==> src/rtl/imem_loader.sv <==
// Instruction-memory loader: turns a count-prefixed byte stream into 32-bit RAM writes and pads the rest with HALT_WORD.
// Optional checksum byte after the data words: define IMEM_LOADER_CKSUM_EN.
module imem_loader #(
    parameter int          ADDR_W    = 5,
    parameter int          DEPTH     = 32,
    parameter logic [31:0] HALT_WORD = 32'hFFFF_FFFF
) (
    input  logic              clk,
    input  logic              rst_n,
    input  logic              start,
    input  logic              byte_valid,
    input  logic [7:0]        byte_data,
    output logic              byte_ready,
    output logic              wr_en,
    output logic [ADDR_W-1:0] wr_addr,
    output logic [31:0]       wr_data,
    output logic              busy,
    output logic              done,
    output logic              err,
    output logic              cpu_hold,
    output logic [2:0]        dbg_state
);
    localparam logic [7:0] DEPTH_B = 8'(DEPTH);

    typedef enum logic [2:0] {
        S_IDLE  = 3'd0,
        S_COUNT = 3'd1,
        S_DATA  = 3'd2,
`ifdef IMEM_LOADER_CKSUM_EN
        S_CKSUM = 3'd3,
`endif
        S_FILL  = 3'd4,
        S_DONE  = 3'd5
    } state_t;

`ifdef IMEM_LOADER_CKSUM_EN
    localparam state_t S_POST = S_CKSUM;
`else
    localparam state_t S_POST = S_FILL;
`endif

    state_t            state_q, state_d;
    logic [7:0]        n_q, n_d;
    logic [7:0]        idx_q, idx_d;
    logic [1:0]        bcnt_q, bcnt_d;
    logic [23:0]       asm_q, asm_d;
    logic              byte_ready_q, byte_ready_d;
    logic              wr_en_q, wr_en_d;
    logic [ADDR_W-1:0] wr_addr_q, wr_addr_d;
    logic [31:0]       wr_data_q, wr_data_d;
    logic              busy_q, busy_d;
    logic              done_q, done_d;
    logic              err_q, err_d;
    logic              cpu_hold_q, cpu_hold_d;
`ifdef IMEM_LOADER_CKSUM_EN
    logic [7:0]        xor_q, xor_d;
`endif

    logic xfer;
    assign xfer = byte_valid & byte_ready_q;

    always_comb begin
        state_d   = state_q;
        n_d       = n_q;
        idx_d     = idx_q;
        bcnt_d    = bcnt_q;
        asm_d     = asm_q;
        wr_en_d   = 1'b0;
        wr_addr_d = wr_addr_q;
        wr_data_d = wr_data_q;
        done_d    = done_q;
        err_d     = err_q;
`ifdef IMEM_LOADER_CKSUM_EN
        xor_d     = xor_q;
`endif
        case (state_q)
            S_IDLE, S_DONE: begin
                if (start) begin
                    state_d = S_COUNT;
                    done_d  = 1'b0;
                    err_d   = 1'b0;
`ifdef IMEM_LOADER_CKSUM_EN
                    xor_d   = 8'h00;
`endif
                end
            end
            S_COUNT: begin
                if (xfer) begin
                    idx_d  = 8'd0;
                    bcnt_d = 2'd0;
                    if (byte_data > DEPTH_B) begin
                        n_d   = DEPTH_B;
                        err_d = 1'b1;
                    end else begin
                        n_d = byte_data;
                    end
                    state_d = (byte_data == 8'd0) ? S_POST : S_DATA;
                end
            end
            S_DATA: begin
                if (xfer) begin
`ifdef IMEM_LOADER_CKSUM_EN
                    xor_d  = xor_q ^ byte_data;
`endif
                    bcnt_d = bcnt_q + 2'd1;
                    asm_d  = {byte_data, asm_q[23:8]};
                    // asm_q already holds {b2,b1,b0}; the 4th byte completes the word
                    if (bcnt_q == 2'd3) begin
                        wr_en_d   = 1'b1;
                        wr_addr_d = ADDR_W'(idx_q);
                        wr_data_d = {byte_data, asm_q};
                        idx_d     = idx_q + 8'd1;
                        if (idx_q == n_q - 8'd1) state_d = S_POST;
                    end
                end
            end
`ifdef IMEM_LOADER_CKSUM_EN
            S_CKSUM: begin
                if (xfer) begin
                    if (byte_data != xor_q) err_d = 1'b1;
                    state_d = S_FILL;
                end
            end
`endif
            S_FILL: begin
                if (idx_q < DEPTH_B) begin
                    wr_en_d   = 1'b1;
                    wr_addr_d = ADDR_W'(idx_q);
                    wr_data_d = HALT_WORD;
                    idx_d     = idx_q + 8'd1;
                end else begin
                    state_d = S_DONE;
                    done_d  = 1'b1;
                end
            end
            default: state_d = S_IDLE;
        endcase

        byte_ready_d = (state_d == S_COUNT) || (state_d == S_DATA)
`ifdef IMEM_LOADER_CKSUM_EN
                       || (state_d == S_CKSUM)
`endif
                       ;
        busy_d     = (state_d != S_IDLE) && (state_d != S_DONE);
        cpu_hold_d = (state_d != S_DONE);
    end

    always_ff @(posedge clk or negedge rst_n) begin
        if (!rst_n) begin
            state_q      <= S_IDLE;
            n_q          <= 8'd0;
            idx_q        <= 8'd0;
            bcnt_q       <= 2'd0;
            asm_q        <= 24'd0;
            byte_ready_q <= 1'b0;
            wr_en_q      <= 1'b0;
            wr_addr_q    <= '0;
            wr_data_q    <= 32'd0;
            busy_q       <= 1'b0;
            done_q       <= 1'b0;
            err_q        <= 1'b0;
            cpu_hold_q   <= 1'b1;
`ifdef IMEM_LOADER_CKSUM_EN
            xor_q        <= 8'h00;
`endif
        end else begin
            state_q      <= state_d;
            n_q          <= n_d;
            idx_q        <= idx_d;
            bcnt_q       <= bcnt_d;
            asm_q        <= asm_d;
            byte_ready_q <= byte_ready_d;
            wr_en_q      <= wr_en_d;
            wr_addr_q    <= wr_addr_d;
            wr_data_q    <= wr_data_d;
            busy_q       <= busy_d;
            done_q       <= done_d;
            err_q        <= err_d;
            cpu_hold_q   <= cpu_hold_d;
`ifdef IMEM_LOADER_CKSUM_EN
            xor_q        <= xor_d;
`endif
        end
    end

    assign byte_ready = byte_ready_q;
    assign wr_en      = wr_en_q;
    assign wr_addr    = wr_addr_q;
    assign wr_data    = wr_data_q;
    assign busy       = busy_q;
    assign done       = done_q;
    assign err        = err_q;
    assign cpu_hold   = cpu_hold_q;
    assign dbg_state  = state_q;
endmodule

==> config.mk <==
export PLATFORM = sky130hd
export DESIGN_NAME = imem_loader
export DESIGN_NICKNAME = d
export VERILOG_FILES = /design/src/rtl/imem_loader.sv
export SDC_FILE = /design/constraint.sdc
export NUM_CORES = 1
export LEC_CHECK = 0
export CELL_PAD_IN_SITES_DETAIL_PLACEMENT = 0
export CELL_PAD_IN_SITES_GLOBAL_PLACEMENT = 1
export CORE_MARGIN = 4
export CORE_UTILIZATION = 48
export CTS_BUF_LIST = sky130_fd_sc_hd__clkbuf_8
export DETAILED_ROUTE_END_ITERATION = 10
export PLACE_DENSITY_LB_ADDON = 0.1
export SKIP_CTS_REPAIR_TIMING = 1
export SYNTH_ARGS = -nofsm -noshare
export SYNTH_HDL_FRONTEND = slang
export SYNTH_SLANG_ARGS = --single-unit
export TNS_END_PERCENT = 5
==> constraint.sdc <==
create_clock -name clk -period 5.92 [get_ports clk]
set_input_delay 1.48 -clock clk [delete_from_list [all_inputs] [get_ports clk]]
set_output_delay 1.48 -clock clk [all_outputs]
set_load 0.005 [all_outputs]
; ---- After elaboration in Yosys (flattened, before gate mapping)
; Index checks and enable logic that the tools add are counted.
; Widths: inputs -> output; s select.
[totals]
register_bits = 88
inputBits = 12
out_inout_bits = 46
word_cells = 88
[op_classes]
add_sub_neg = 3
magnitude_cmp = 2
n_eq_ne = 16
muxes = 35
n_bitwise = 1
reduce_logical = 18
[op_table]
columns = op, n
row1 = $mux 32, 3
row2 = $pmux 32 s2, 1
row3 = $mux 8, 5
row4 = $pmux 8 s3, 1
row5 = $mux 3, 7
row6 = $mux 5, 3
row7 = $ne 2x2->1 const B, 7
row8 = $pmux 3 s4, 1
row9 = $pmux 5 s2, 1
row10 = $add 8x1->8 const B, 1
row11 = $eq 8x8->1, 1
row12 = $gt 8x6->1 const B, 1
row13 = $logic_not 8->1, 1
row14 = $lt 8x6->1 const B, 1
row15 = $reduce_and 4->1, 2
row16 = $reduce_bool 2->1, 4
row17 = $sub 8x1->8 const B, 1
row18 = $mux 1, 7
row19 = $eq 3x1->1 const B, 2
row20 = $eq 3x2->1 const B, 2
row21 = $eq 3x3->1 const B, 2
row22 = $pmux 1 s2, 3
row23 = $reduce_and 3->1, 2
row24 = $reduce_bool 3->1, 2
row25 = 12 further kinds, 14

; ---- Longest topological paths before layout
[depth]
depth_word = 8
depth_mapped = 7
mapped_depth_nobuf = 7

; ---- Worst setup path before layout
; OpenSTA, ideal clock, no wires.
[synth_path]
path_kind = input to register
from = input byte_valid
to = register wr_addr_q[0] (netlist: wr_addr[0])
arrival_ns = 2.628
setup_slack_ns = 3.167
stages = 6
cell_sequence = nand2_1 or3_1 clkbuf_1 nand2_4 buf_12 mux2_4
[synth_via]
elab_chain_cells = 3
[synth_rtl]
columns = element, line
row1 = "start, declared", 11  ; input logic byte_valid,
row2 = $and 1x1->1, 60  ; assign xfer = byte_valid & byte_ready_q;
row3 = $ne 2x2->1 (no source line), -
row4 = $reduce_and 4->1 (no source line), -
row5 = "end signal, assigned", 174  ; wr_addr_q <= wr_addr_d;
row6 = "end, declared", 49  ; logic [ADDR_W-1:0] wr_addr_q, wr_addr_d;
; No other way between the ends.
; A chain may end at the register's enable or synchronous reset.

; ---- Worst setup path in the final report
[layout_path]
from = input byte_valid
to = register wr_addr_q[2] (netlist: wr_addr[2])
; The elaborated chain is that of the path after synthesis.

==> results.sh <==
export IMPL_outcome="completed"
export IMPL_required_ps=6160
export IMPL_drive_gt1_share_pct=16.9
export IMPL_yosys_warnings=0
export IMPL_totalWireLength_mm=7.95
export IMPL_core_area_um2=7690
export IMPL_gp_congestion=0.814
export IMPL_p_leak_uw=0.00189
export IMPL_diodes=0
export IMPL_yosysTopAreaCell="dfrtp_1"
export IMPL_ys_ff_latch=88
export IMPL_grt_pass1_wl_mm=13.6
export IMPL_syn_nets=311
export IMPL_cts_sinks=88
export IMPL_crit_buf_inv=2
export IMPL_grtUsageTotal_pct=17.9
export IMPL_post_dp_cell_area_um2=4410
export IMPL_syn_area_per_cell_um2=12.8
export IMPL_yosysSeqAreaShare_pct=58.2
export IMPL_antenna_found_initial=0
export IMPL_syn_inst=296
export IMPL_start_util_pct=49.2
export IMPL_hpwl_mm=5.33
export IMPL_layout_commonest_cell="dfrtp_1"
export IMPL_grt_overflow_total=0
export IMPL_slew_viol_final=0
export IMPL_fp_dieArea_um2=9370
export IMPL_cts_tree="built"
export IMPL_hold_viol=0
export IMPL_rsz0062_at_grt="no"
export IMPL_area_delta_synth_final_pct=21.8
export IMPL_slowest_stage="clkdlybuf4s50_1"
export IMPL_ys_types=49
export IMPL_syn_cell_area_um2=3780
export IMPL_layout_common_cells="dfrtp_1 (87), clkdlybuf4s50_1 (56), o22a_1 (32), mux2_2 (25)"
export IMPL_setup_viol=0
export IMPL_dr_pass1_iters=4
export IMPL_maxCapViolCount=0
export IMPL_fmax_ghz=0.299
export IMPL_ios=58
export IMPL_critPathLaunchType="input port"
export IMPL_irDropWorstVdd_uv=220
export IMPL_fp_dieH_um=96.8
export IMPL_setup_tns_ps=0
export IMPL_vias=2504
export IMPL_drc_errors=0
export IMPL_max_stage_delay_ps=500
export IMPL_drtIter0Drc=72
export IMPL_post_route_min_period_ps=3340
export IMPL_cts_buffers=9
export IMPL_worstPathCellList="clkdlybuf4s50_1 -> nand2_1 -> or3_1 -> buf_4 -> nand2_4 -> mux2_4"
export IMPL_synth_top_area_share_pct=57.5
export IMPL_final_cell_area_um2=4610
export IMPL_tightestPinTransition_ps=701
export IMPL_fillCellCount=667
export IMPL_ant_nets=0
export IMPL_die_w_um=96.8
export IMPL_cp_arrival_ps=3580
export IMPL_crit_path_end_kind="register"
export IMPL_hold_class="reg2reg"
export IMPL_r2r_setup_slack_ps=3560
export IMPL_synthTopCellsByArea="dfrtp_1 (58%), mux2_2 (7.4%), o22a_1 (7.4%)"
export IMPL_clock_latency_ps=360
export IMPL_wl_per_cell_um=17.4
export IMPL_cts_clk_slew_worst_paths_ps=90
export IMPL_vias_per_cell=5.47
export IMPL_cts_root_buffer="clkbuf_8"
export IMPL_ctsHtreeMaxLevel=3
export IMPL_maxSlewHeadroom_pct=53.0
export IMPL_cts_buffer_depth=2
export IMPL_period_share_pct=56.4
export IMPL_worst_clock_skew_ps=12.8
export IMPL_fp_row_count=32
export IMPL_path_max_fanout=40
export IMPL_io_buffers=57
export IMPL_cellPowerDensity_nw_per_um2=429
export IMPL_fin_nets=367
export IMPL_grt_pass1_vias=2624
export IMPL_crit_family="simple AND/OR/NAND/NOR gates"
export IMPL_worstSetupPathType="in2reg"
export IMPL_grt_max_degree=59
## through the flow
step | instances | util, % | hold slack, ps | total power, uW | setup slack [ps]
2_1_floorplan | 296 | - | 474 | 1260 | 3170
3_3_place_gp | 443 | 57.4 | 478 | 1560 | 2230
3_5_place_dp | 443 | 57.4 | 476 | 1570 | 2200
4_1_cts | 458 | 60.0 | 501 | 2000 | 2570
5_1_grt | 458 | 60.0 | 527 | 2110 | 2460
6_report | 458 | 60.0 | 497 | 1980 | 2580
## state kept, by name, summed over array words and instances (netlist names)
register and cells:
wr_data 32, asm_q 24, idx_q 8, n_q 8, wr_addr 5, dbg_state 3, bcnt_q 2, busy 1
byte_ready 1, cpu_hold 1, done 1, err 1, wr_en 1
## worst paths after layout
path	from	end	cells after the start
max reg2reg	dbg_state[1]	wr_addr[2]	5
min reg2reg	wr_data[0]	wr_data[0]	1
max in group asynchronous	rst_n	asm_q[11]	2
min in group asynchronous	rst_n	err	1
min	wr_data[0]	wr_data[0]	1
max	byte_valid	wr_addr[2]	6
## logic make-up (layout without fill, tap and decap cells)
family	count (synthesis)	count (layout)	synth area share (%)
buf+inv	21	81	3.01
simple gates	65	65	9.65
compound gates	71	71	14.5
mux	32	32	9.95
fa+ha+maj	3	3	0.992
flops	88	88	58.2
xor+xnor	16	16	3.70
## synth_stat cells, drive strengths merged
cell type,count
mux2,30
and3,3
o21ai,11
nand3b,2
mux2i,2
dfrtp,87
nor3,8
nand4,1
inv,6
xnor2,7
ha,3
or3,4
dfstp,1
a31o,1
a211oi,3
nand2,14
nor4,2
nand2b,3
a31oi,2
and2,4
nand3,4
clkbuf,3
o22a,32
a22o,7
a21o,1
or4,1
a221oi,1
nor2b,3
o211ai,4
a21oi,7
and3b,1
a41oi,1
nor2,15
xor2,9
buf,12
o2111ai,1
## area by class of cell
type / instances / area, um2 / area share [%]
timing repair buffer: 60 / 591 / 12.8
clock inverter: 6 / 75.1 / 1.63
tap: 102 / 128 / 2.77
sequential: 88 / 2200 / 47.8
inverter: 6 / 22.5 / 0.488
multi-input combinational: 187 / 1470 / 31.8
clock buffer: 9 / 124 / 2.69
## where the power goes
part	internal (uW)	switching (uW)	total, uW
clock network	200	228	428
logic	370	239	609
registers	782	158	941
total	1350	625	1980
## metal layers
| metal | vias up | global-route usage (%) | wire (um) |
|---|---|---|---|
| met5 | - | 0 | 0 |
| met4 | 0 | 5.29 | 75 |
| met3 | 9 | 4.47 | 346 |
| li1 | 1191 | - | - |
| met1 | 1254 | 24.6 | 3700 |
| met2 | 50 | 28.1 | 3830 |
No activity file was read; power rests on OpenSTA's default activity.
